### config.mk
export PLATFORM = sky130hd
export DESIGN_NAME = uart_receiver
export DESIGN_NICKNAME = d
export VERILOG_FILES = /design/src/rtl/uart_receiver.sv
export SDC_FILE = /design/constraint.sdc
export NUM_CORES = 1
export LEC_CHECK = 0
export CELL_PAD_IN_SITES_DETAIL_PLACEMENT = 1
export CELL_PAD_IN_SITES_GLOBAL_PLACEMENT = 2
export CORE_MARGIN = 8
export CORE_UTILIZATION = 39
export DETAILED_ROUTE_END_ITERATION = 10
export GPL_ROUTABILITY_DRIVEN = 0
export GPL_TIMING_DRIVEN = 0
export HOLD_SLACK_MARGIN = 0.05
export PLACE_DENSITY_LB_ADDON = 0.1
export SYNTH_ARGS = -nofsm -noshare
export SYNTH_HDL_FRONTEND = slang
export SYNTH_SLANG_ARGS = --single-unit
### constraint.sdc
create_clock -name sysclk -period 3.3 [get_ports sysclk]
set_input_delay 0.99 -clock sysclk [delete_from_list [all_inputs] [get_ports sysclk]]
set_output_delay 0.99 -clock sysclk [all_outputs]
set_load 0.1 [all_outputs]
### src/rtl/uart_receiver.sv
// uart_receiver - 16x oversampled UART receiver, 8 data bits, LSB first, 1 stop bit.
//
// Parameters:
//   CLK_FREQ  sysclk frequency in Hz
//   BAUD      line rate in bit/s
//   (DIV = CLK_FREQ / (BAUD*16) is derived and must be >= 2)
//
// Ports:
//   sysclk     in   system clock, rising edge
//   reset      in   synchronous active-high reset
//   UART_RX    in   asynchronous serial line, idles high
//   RX_DATA    out  last correctly framed byte, held until the next good frame
//   RX_STATUS  out  one-cycle strobe when RX_DATA is updated
//   RX_ERR     out  one-cycle strobe when a frame is rejected
//
// Optional feature macro: UART_RX_PARITY_EN
//   defined   -> 8E1 frame, a PARITY state samples one even-parity bit; a parity
//                or stop failure gives RX_ERR at the stop sample
//   undefined -> 8N1 frame, RX_ERR reports stop-bit failure only
module uart_receiver #(
    parameter int CLK_FREQ = 100_000_000,
    parameter int BAUD     = 9600
) (
    input  logic       sysclk,
    input  logic       reset,
    input  logic       UART_RX,
    output logic [7:0] RX_DATA,
    output logic       RX_STATUS,
    output logic       RX_ERR
);

    localparam int            DIV      = CLK_FREQ / (BAUD * 16);
    localparam int            CW       = $clog2(DIV);
    localparam logic [CW-1:0] DIV_LAST = CW'(DIV - 1);

`ifdef UART_RX_PARITY_EN
    typedef enum logic [2:0] {
        ST_IDLE   = 3'd0,
        ST_START  = 3'd1,
        ST_DATA   = 3'd2,
        ST_PARITY = 3'd3,
        ST_STOP   = 3'd4
    } state_t;
`else
    typedef enum logic [2:0] {
        ST_IDLE   = 3'd0,
        ST_START  = 3'd1,
        ST_DATA   = 3'd2,
        ST_STOP   = 3'd4
    } state_t;
`endif

    logic [1:0]    sync_r;
    logic          rx_s;
    logic [CW-1:0] div_cnt_r;
    logic [3:0]    samp_cnt_r;
    logic [2:0]    bit_idx_r;
    logic [7:0]    shift_r;
    logic          tick_s;
    logic          sample_s;
    logic          good_s;
    logic          bad_s;
    logic          par_err_s;
    state_t        state_r;
    state_t        state_nx_s;

    assign rx_s     = sync_r[1];
    assign tick_s   = (div_cnt_r == DIV_LAST);
    // Counter value 7 on a tick is the 8th tick of the bit, i.e. mid-bit.
    assign sample_s = tick_s && (samp_cnt_r == 4'd7);

`ifdef UART_RX_PARITY_EN
    // Even parity: the XOR over data and parity bit must be zero.
    function automatic logic even_par_err(input logic [7:0] data, input logic par);
        return ^{data, par};
    endfunction

    logic par_err_r;

    // Parity error flag: cleared per frame, captured at the parity sample.
    always_ff @(posedge sysclk) begin
        if (reset) begin
            par_err_r <= 1'b0;
        end else if (state_r == ST_START) begin
            par_err_r <= 1'b0;
        end else if ((state_r == ST_PARITY) && sample_s) begin
            par_err_r <= even_par_err(shift_r, rx_s);
        end
    end

    assign par_err_s = par_err_r;
`else
    assign par_err_s = 1'b0;
`endif

    // Two-flop synchronizer for the asynchronous serial line.
    always_ff @(posedge sysclk) begin
        if (reset) begin
            sync_r <= 2'b11;
        end else begin
            sync_r <= {sync_r[0], UART_RX};
        end
    end

    // State register.
    always_ff @(posedge sysclk) begin
        if (reset) begin
            state_r <= ST_IDLE;
        end else begin
            state_r <= state_nx_s;
        end
    end

    // Next-state logic and frame verdict at the stop-bit sample.
    always_comb begin
        state_nx_s = state_r;
        good_s     = 1'b0;
        bad_s      = 1'b0;
        case (state_r)
            ST_IDLE: begin
                if (!rx_s) begin
                    state_nx_s = ST_START;
                end else begin
                    state_nx_s = ST_IDLE;
                end
            end
            ST_START: begin
                if (sample_s) begin
                    if (rx_s) begin
                        state_nx_s = ST_IDLE;
                    end else begin
                        state_nx_s = ST_DATA;
                    end
                end else begin
                    state_nx_s = ST_START;
                end
            end
            ST_DATA: begin
                if (sample_s && (bit_idx_r == 3'd7)) begin
`ifdef UART_RX_PARITY_EN
                    state_nx_s = ST_PARITY;
`else
                    state_nx_s = ST_STOP;
`endif
                end else begin
                    state_nx_s = ST_DATA;
                end
            end
`ifdef UART_RX_PARITY_EN
            ST_PARITY: begin
                if (sample_s) begin
                    state_nx_s = ST_STOP;
                end else begin
                    state_nx_s = ST_PARITY;
                end
            end
`endif
            ST_STOP: begin
                if (sample_s) begin
                    // Return to IDLE right away so a start edge that follows
                    // the stop bit immediately is still caught.
                    state_nx_s = ST_IDLE;
                    if (rx_s && !par_err_s) begin
                        good_s = 1'b1;
                    end else begin
                        bad_s = 1'b1;
                    end
                end else begin
                    state_nx_s = ST_STOP;
                end
            end
            default: begin
                state_nx_s = ST_IDLE;
            end
        endcase
    end

    // Tick and sample counters; held at zero in IDLE so they restart with the start edge.
    always_ff @(posedge sysclk) begin
        if (reset) begin
            div_cnt_r  <= '0;
            samp_cnt_r <= 4'd0;
        end else if (state_r == ST_IDLE) begin
            div_cnt_r  <= '0;
            samp_cnt_r <= 4'd0;
        end else if (tick_s) begin
            div_cnt_r  <= '0;
            samp_cnt_r <= samp_cnt_r + 4'd1;
        end else begin
            div_cnt_r  <= div_cnt_r + CW'(1);
        end
    end

    // Data shift register and bit index.
    always_ff @(posedge sysclk) begin
        if (reset) begin
            bit_idx_r <= 3'd0;
            shift_r   <= 8'h00;
        end else if ((state_r == ST_START) && sample_s) begin
            bit_idx_r <= 3'd0;
        end else if ((state_r == ST_DATA) && sample_s) begin
            shift_r[bit_idx_r] <= rx_s;
            bit_idx_r          <= bit_idx_r + 3'd1;
        end
    end

    // Registered outputs: byte capture and one-cycle strobes.
    always_ff @(posedge sysclk) begin
        if (reset) begin
            RX_DATA   <= 8'h00;
            RX_STATUS <= 1'b0;
            RX_ERR    <= 1'b0;
        end else begin
            RX_STATUS <= good_s;
            RX_ERR    <= bad_s;
            if (good_s) begin
                RX_DATA <= shift_r;
            end
        end
    end

endmodule

==> results of run 1 <==
layout by cell type, fill, tap and decap left out, types with 2 or more instances in the layout:
cell type,synthesis,final
dfxtp_1,40,40
nand4_1,6,6
nor2b_1,4,4
ha_1,5,5
a21oi_1,13,13
xor2_1,7,7
nand2_1,8,8
clkdlybuf4s50_1,0,12
buf_2,2,2
or2_2,3,3
nor2_1,19,19
xnor2_1,4,4
clkbuf_1,7,8
and3_1,3,3
nand3_1,14,14
nand2b_1,7,7
o21ai_0,14,14
o31ai_1,3,3
nor4b_1,2,2
nor3_1,3,3
mux2i_1,6,6
clkbuf_8,0,5
nor4b_2,2,2
nor4_1,3,3
nand4b_1,4,4
and4_1,2,2
buf_6,2,2
kinds of logic (layout without fill, tap and decap cells):
| group | Yosys count | count (layout) | share of synthesized area [%] |
|---|---|---|---|
| DFF | 40 | 40 | 43.5 |
| adders and majority gates | 5 | 5 | 3.40 |
| buffers and inverters | 15 | 35 | 5.10 |
| muxes | 6 | 6 | 3.26 |
| AOI/OAI and AO/OA | 32 | 32 | 9.71 |
| and+or+nand+nor | 89 | 89 | 29.8 |
| xor gates and xnor gates | 11 | 11 | 5.23 |
sequential cells by signal (all words and copies together) (netlist names):
register / count
RX_STATUS: 1
samp_cnt_r: 4
RX_DATA: 8
state_r: 3
RX_ERR: 1
div_cnt_r: 10
sync_r: 2
bit_idx_r: 3
shift_r: 8
Yosys cell counts (4+ instances only):
cell type and instances:
nor2_1 19, xor2_1 7, nor2b_1 4, clkbuf_1 7, o21ai_0 14, ha_1 5, nand4b_1 4, mux2i_1 6
dfxtp_1 40, nand3_1 14, xnor2_1 4, a21oi_1 13, nand4_1 6, nand2b_1 7, nand2_1 8
through the flow:
step	instances	power (mW)	hold slack, ps	utilization, %
global route	272	0.935	431	46.2
CTS	272	0.919	420	46.2
detailed placement	264	0.520	402	43.8
global placement	264	0.520	393	43.8
floorplan	198	0.512	389	-
finish	272	0.900	415	46.2
path summary, 6_finish.rpt:
kind	from	to	cells after the start
setup / recovery	RX_DATA[1]	RX_DATA[1]	1
hold / removal	sync_r[0]	sync_r[1]	1
setup reg to reg	div_cnt_r[0]	state_r[2]	7
hold reg to reg	sync_r[0]	sync_r[1]	1
layout make-up:
type	instances	area, um2
Multi-Input combinational cell	143	947
Sequential cell	40	801
Clock buffer	6	72.6
Tap cell	54	67.6
Buffer	14	90.1
Fill cell	531	2490
Clock inverter	2	35.0
Timing Repair Buffer	12	120
Inverter	1	3.75
per-layer routing:
| layer | global-route usage, % | part of all wire, % | vias to the layer above |
|---|---|---|---|
| met3 | 3.61 | 3.1 | 7 |
| li1 | - | - | 738 |
| met2 | 22.5 | 52 | 13 |
| met5 | 0 | 0 | - |
| met4 | 4.21 | 1.1 | 0 |
| met1 | 13.6 | 44 | 710 |
power by group through the flow:
| stage | registers, mW | logic (mW) | clock network [mW] |
|---|---|---|---|
| 2_1_floorplan | 0.497 | 0.0155 | 0 |
| 3_3_place_gp | 0.497 | 0.0223 | 0 |
| 3_5_place_dp | 0.497 | 0.0230 | 0 |
| 4_1_cts | 0.486 | 0.0232 | 0.409 |
| 5_1_grt | 0.486 | 0.0254 | 0.423 |
| 6_report | 0.486 | 0.0226 | 0.392 |
==> flow_metrics.env, run 1 <==
export IMPL_status="finished, final reports clean"
export IMPL_avgSynthCellArea_um2=9.30
export IMPL_path_class="reg -> out"
export IMPL_ys_ff_latch=40
export IMPL_yosysSeqAreaShare_pct=43.5
export IMPL_final_layout_size_suffix_gt1_share_pct=11.5
export IMPL_die_h_um=84.7
export IMPL_floorplan_die_area_um2=7180
export IMPL_path_cells="clkdlybuf4s50_1"
export IMPL_clkPwrFrac_pct=43.5
export IMPL_arrival_ps=1790
export IMPL_clockBufferDepth=2
export IMPL_grtUsageTotal_pct=12.5
export IMPL_yosysTopAreaCell="dfxtp_1"
export IMPL_end_kind="primary output"
export IMPL_async_flop_share_pct=0
export IMPL_postCtsSetupRepairBufs=0
export IMPL_hold_buffers=0
export IMPL_grt_ovfl_total=0
export IMPL_synth_net_count=206
export IMPL_cap_violations=0
export IMPL_drtPass1Iterations=4
export IMPL_grt_start_max_net_pins=13
export IMPL_final_area_um2=2140
export IMPL_initial_core_util_pct=39.8
export IMPL_synth_top_area_share_pct=43.5
export IMPL_synth_edf_count=0
export IMPL_drtAntennaViolNets=0
export IMPL_path_max_fanout=2
export IMPL_fin_crit_sh_pct=84.1
export IMPL_diodes=0
export IMPL_dpl_hpwl_um=3020
export IMPL_ir_worst_vdd_mv=0.215
export IMPL_io_buffer_count=12
export IMPL_grt_pass1_vias=1550
export IMPL_slowest_stage="clkdlybuf4s50_1"
export IMPL_dieWidth_um=84.7
export IMPL_drc=0
export IMPL_slowest_delay_ps=1150
export IMPL_maxSlewHeadroom_pct=34.2
export IMPL_ys_warn_count=0
export IMPL_clkSinkCount=40
export IMPL_critPathBufInv=1
export IMPL_hold_viol_final=0
export IMPL_power_switching_mw=0.183
export IMPL_period_needed_ps=2780
export IMPL_r2r_slack_ps=1470
export IMPL_p_per_area_nw_per_um2=421
export IMPL_synthTopCellsByArea="dfxtp_1 43%, nor2_1 3.9%, nand3_1 3.8%"
export IMPL_worst_slack_ps=524
export IMPL_cts_buffers=5
export IMPL_first_iter_violations=92
export IMPL_slew_violations=0
export IMPL_sw_frac_of_total_pct=20.3
export IMPL_cts_max_level=2
export IMPL_fmax_mhz=360
export IMPL_post_drt_via_cell_ratio=5.40
export IMPL_synthFlopType="dfxtp_1"
export IMPL_via_count=1468
export IMPL_setup_violations=0
export IMPL_ios=13
export IMPL_cts_resized=0
export IMPL_syn_area_um2=1840
export IMPL_cts_clk_slew_worst_paths_ps=80
export IMPL_worstMarginPinSlew_ps=984
export IMPL_grt_pass1_wl_um=7260
export IMPL_intPower_mw=0.718
export IMPL_routedWlPerCell_um=15.3
export IMPL_finalSetupTns_ps=0
export IMPL_critPathTopFamily="buffers and inverters"
export IMPL_combPwrFrac_pct=2.5
export IMPL_antenna_found_initial=0
export IMPL_synth_distinct_cells=40
export IMPL_min_path_type="reg -> reg"
export IMPL_p_leak_nw=0.734
export IMPL_fp_row_count=25
export IMPL_synthToLayoutAreaGrowth_pct=16.0
export IMPL_dpl_cell_area_um2=2030
export IMPL_rsz0062_at_grt="false"
export IMPL_fin_worst_skew_ps=9.80
export IMPL_power_frac_seq_pct=54.0
export IMPL_fin_nets=225
export IMPL_routed_wl_um=4160
export IMPL_root_buffer="clkbuf_8"
export IMPL_cts_tree="done"
export IMPL_core_area_um2=4630
export IMPL_synthCells=198
export IMPL_insertion_delay_ps=290
export IMPL_pre_cts_ws_ps=344
export IMPL_crit_required_ps=2310
export IMPL_cp_start_kind="register"
Note: power is estimated with default switching activity, not from simulation.
==> run 2: changes to the inputs <==
- CORE_UTILIZATION: 39 -> 36
- clock period: 3.3 -> 2.8 ns (I/O delays scaled with it)
==> flow_metrics.env, run 2 (synthesis results as in run 1) <==
export IMPL_p_leak_nw=0.725
export IMPL_p_per_area_nw_per_um2=467
export IMPL_dpl_hpwl_um=3070
export IMPL_slowest_delay_ps=1140
export IMPL_intPower_mw=0.783
export IMPL_via_count=1488
export IMPL_fmax_mhz=380
export IMPL_rsz0062_at_grt="false"
export IMPL_routed_wl_um=4340
export IMPL_fin_worst_skew_ps=6.92
export IMPL_cts_tree="done"
export IMPL_hold_buffers=0
export IMPL_ir_worst_vdd_mv=0.233
export IMPL_power_frac_seq_pct=57.3
export IMPL_power_switching_mw=0.217
export IMPL_ios=13
export IMPL_slowest_stage="clkdlybuf4s50_1"
export IMPL_dpl_cell_area_um2=2050
export IMPL_first_iter_violations=60
export IMPL_cap_violations=0
export IMPL_die_h_um=87.5
export IMPL_synthToLayoutAreaGrowth_pct=16.2
export IMPL_min_path_type="reg -> reg"
export IMPL_post_drt_via_cell_ratio=5.17
export IMPL_drtAntennaViolNets=0
export IMPL_cp_start_kind="register"
export IMPL_arrival_ps=1790
export IMPL_fin_crit_sh_pct=93.9
export IMPL_final_area_um2=2140
export IMPL_worstMarginPinSlew_ps=978
export IMPL_grtUsageMet1_pct=14.1
export IMPL_antenna_found_initial=0
export IMPL_fill_cells=608
export IMPL_grt_pass1_vias=1514
export IMPL_root_buffer="clkbuf_8"
export IMPL_path_class="reg -> out"
export IMPL_grt_pass1_wl_um=7370
export IMPL_cts_resized=0
export IMPL_busiest_layer="met2"
export IMPL_grt_ovfl_total=0
export IMPL_period_needed_ps=2630
export IMPL_maxSlewHeadroom_pct=34.6
export IMPL_path_cells="clkdlybuf4s50_1"
export IMPL_reg_top3="div_cnt_r: 10 flops, RX_DATA: 8 flops, shift_r: 8 flops"
export IMPL_routedWlPerCell_um=15.1
export IMPL_core_area_um2=5010
export IMPL_status="finished, final reports clean"
export IMPL_crit_required_ps=1960
export IMPL_post_route_util_pct=42.7
export IMPL_cts_clk_slew_worst_paths_ps=70
export IMPL_grt_start_max_net_pins=12
export IMPL_top_register="div_cnt_r"
export IMPL_critPathTopFamily="buffers and inverters"
export IMPL_cts_max_level=2
export IMPL_sw_frac_of_total_pct=21.7
export IMPL_initial_core_util_pct=36.8
export IMPL_use_met3_pct=3.77
export IMPL_fp_row_count=26
export IMPL_insertion_delay_ps=290
export IMPL_diodes=0
export IMPL_path_max_fanout=2
export IMPL_layout_common_cells="40 x dfxtp_1, 19 x nor2_1, 14 x nand3_1, 14 x o21ai_0, 13 x a21oi_1"
export IMPL_drc=0
export IMPL_clkSinkCount=40
export IMPL_final_layout_size_suffix_gt1_share_pct=11.0
export IMPL_slew_violations=0
export IMPL_largest_reg_flops=10
export IMPL_dieWidth_um=87.5
export IMPL_grtUsageMet2_pct=20.9
export IMPL_cts_buffers=5
export IMPL_setup_violations=0
export IMPL_hold_viol_final=0
export IMPL_fin_nets=225
export IMPL_postCtsSetupRepairBufs=0
export IMPL_critPathBufInv=1
export IMPL_floorplan_die_area_um2=7660
export IMPL_finalSetupTns_ps=0
export IMPL_mostFrequentLayoutCell="dfxtp_1"
export IMPL_clockBufferDepth=2
export IMPL_combPwrFrac_pct=2.7
export IMPL_io_buffer_count=12
export IMPL_drtPass1Iterations=4
export IMPL_clkPwrFrac_pct=40.0
export IMPL_end_kind="primary output"
export IMPL_grtUsageTotal_pct=12.4
## run 2: layer usage
metal / up-vias / part of all wire [%] / routed length [um]
met3: 8 / 4.5 / 197
met4: 0 / 1.7 / 72
met2: 23 / 48 / 2100
met1: 721 / 45 / 1970
li1: 736 / - / -
met5: - / 0 / 0
## run 2: final cells by class
type                            instances  area [um2]  share of cell area [%]
Buffer                                 14        90.1                    4.21
Clock buffer                            8        90.1                    4.21
Inverter                                1        3.75                   0.175
Multi-Input combinational cell        143         947                    44.3
Sequential cell                        40         801                    37.4
Tap cell                               70        87.6                    4.09
Timing Repair Buffer                   12         120                    5.61
## run 2: final timing paths
path	startpoint	endpoint	slack, ps	depth (start not counted)
max	RX_DATA[5]	RX_DATA[5]	170	1
min	sync_r[0]	sync_r[1]	430	1
max reg2reg	div_cnt_r[0]	state_r[2]	930	7
min reg2reg	sync_r[0]	sync_r[1]	430	1
## run 2: power by group through the flow
stage | clock network (mW) | registers (mW) | logic [mW]
5_1_grt | 0.438 | 0.573 | 0.0300
6_report | 0.400 | 0.573 | 0.0271
2_1_floorplan | 0 | 0.586 | 0.0182
3_3_place_gp | 0 | 0.586 | 0.0267
4_1_cts | 0.412 | 0.573 | 0.0276
3_5_place_dp | 0 | 0.586 | 0.0274
## run 2: per-stage QoR
stage	worst slack (ps)	hold slack, ps	cells	total power, mW
after detailed placement	30.0	398	280	0.614
after CTS	156	430	288	1.01
after global placement	38.0	401	280	0.613
final	172	427	288	1.00
after floorplan	986	389	198	0.604
after global routing	117	440	288	1.04
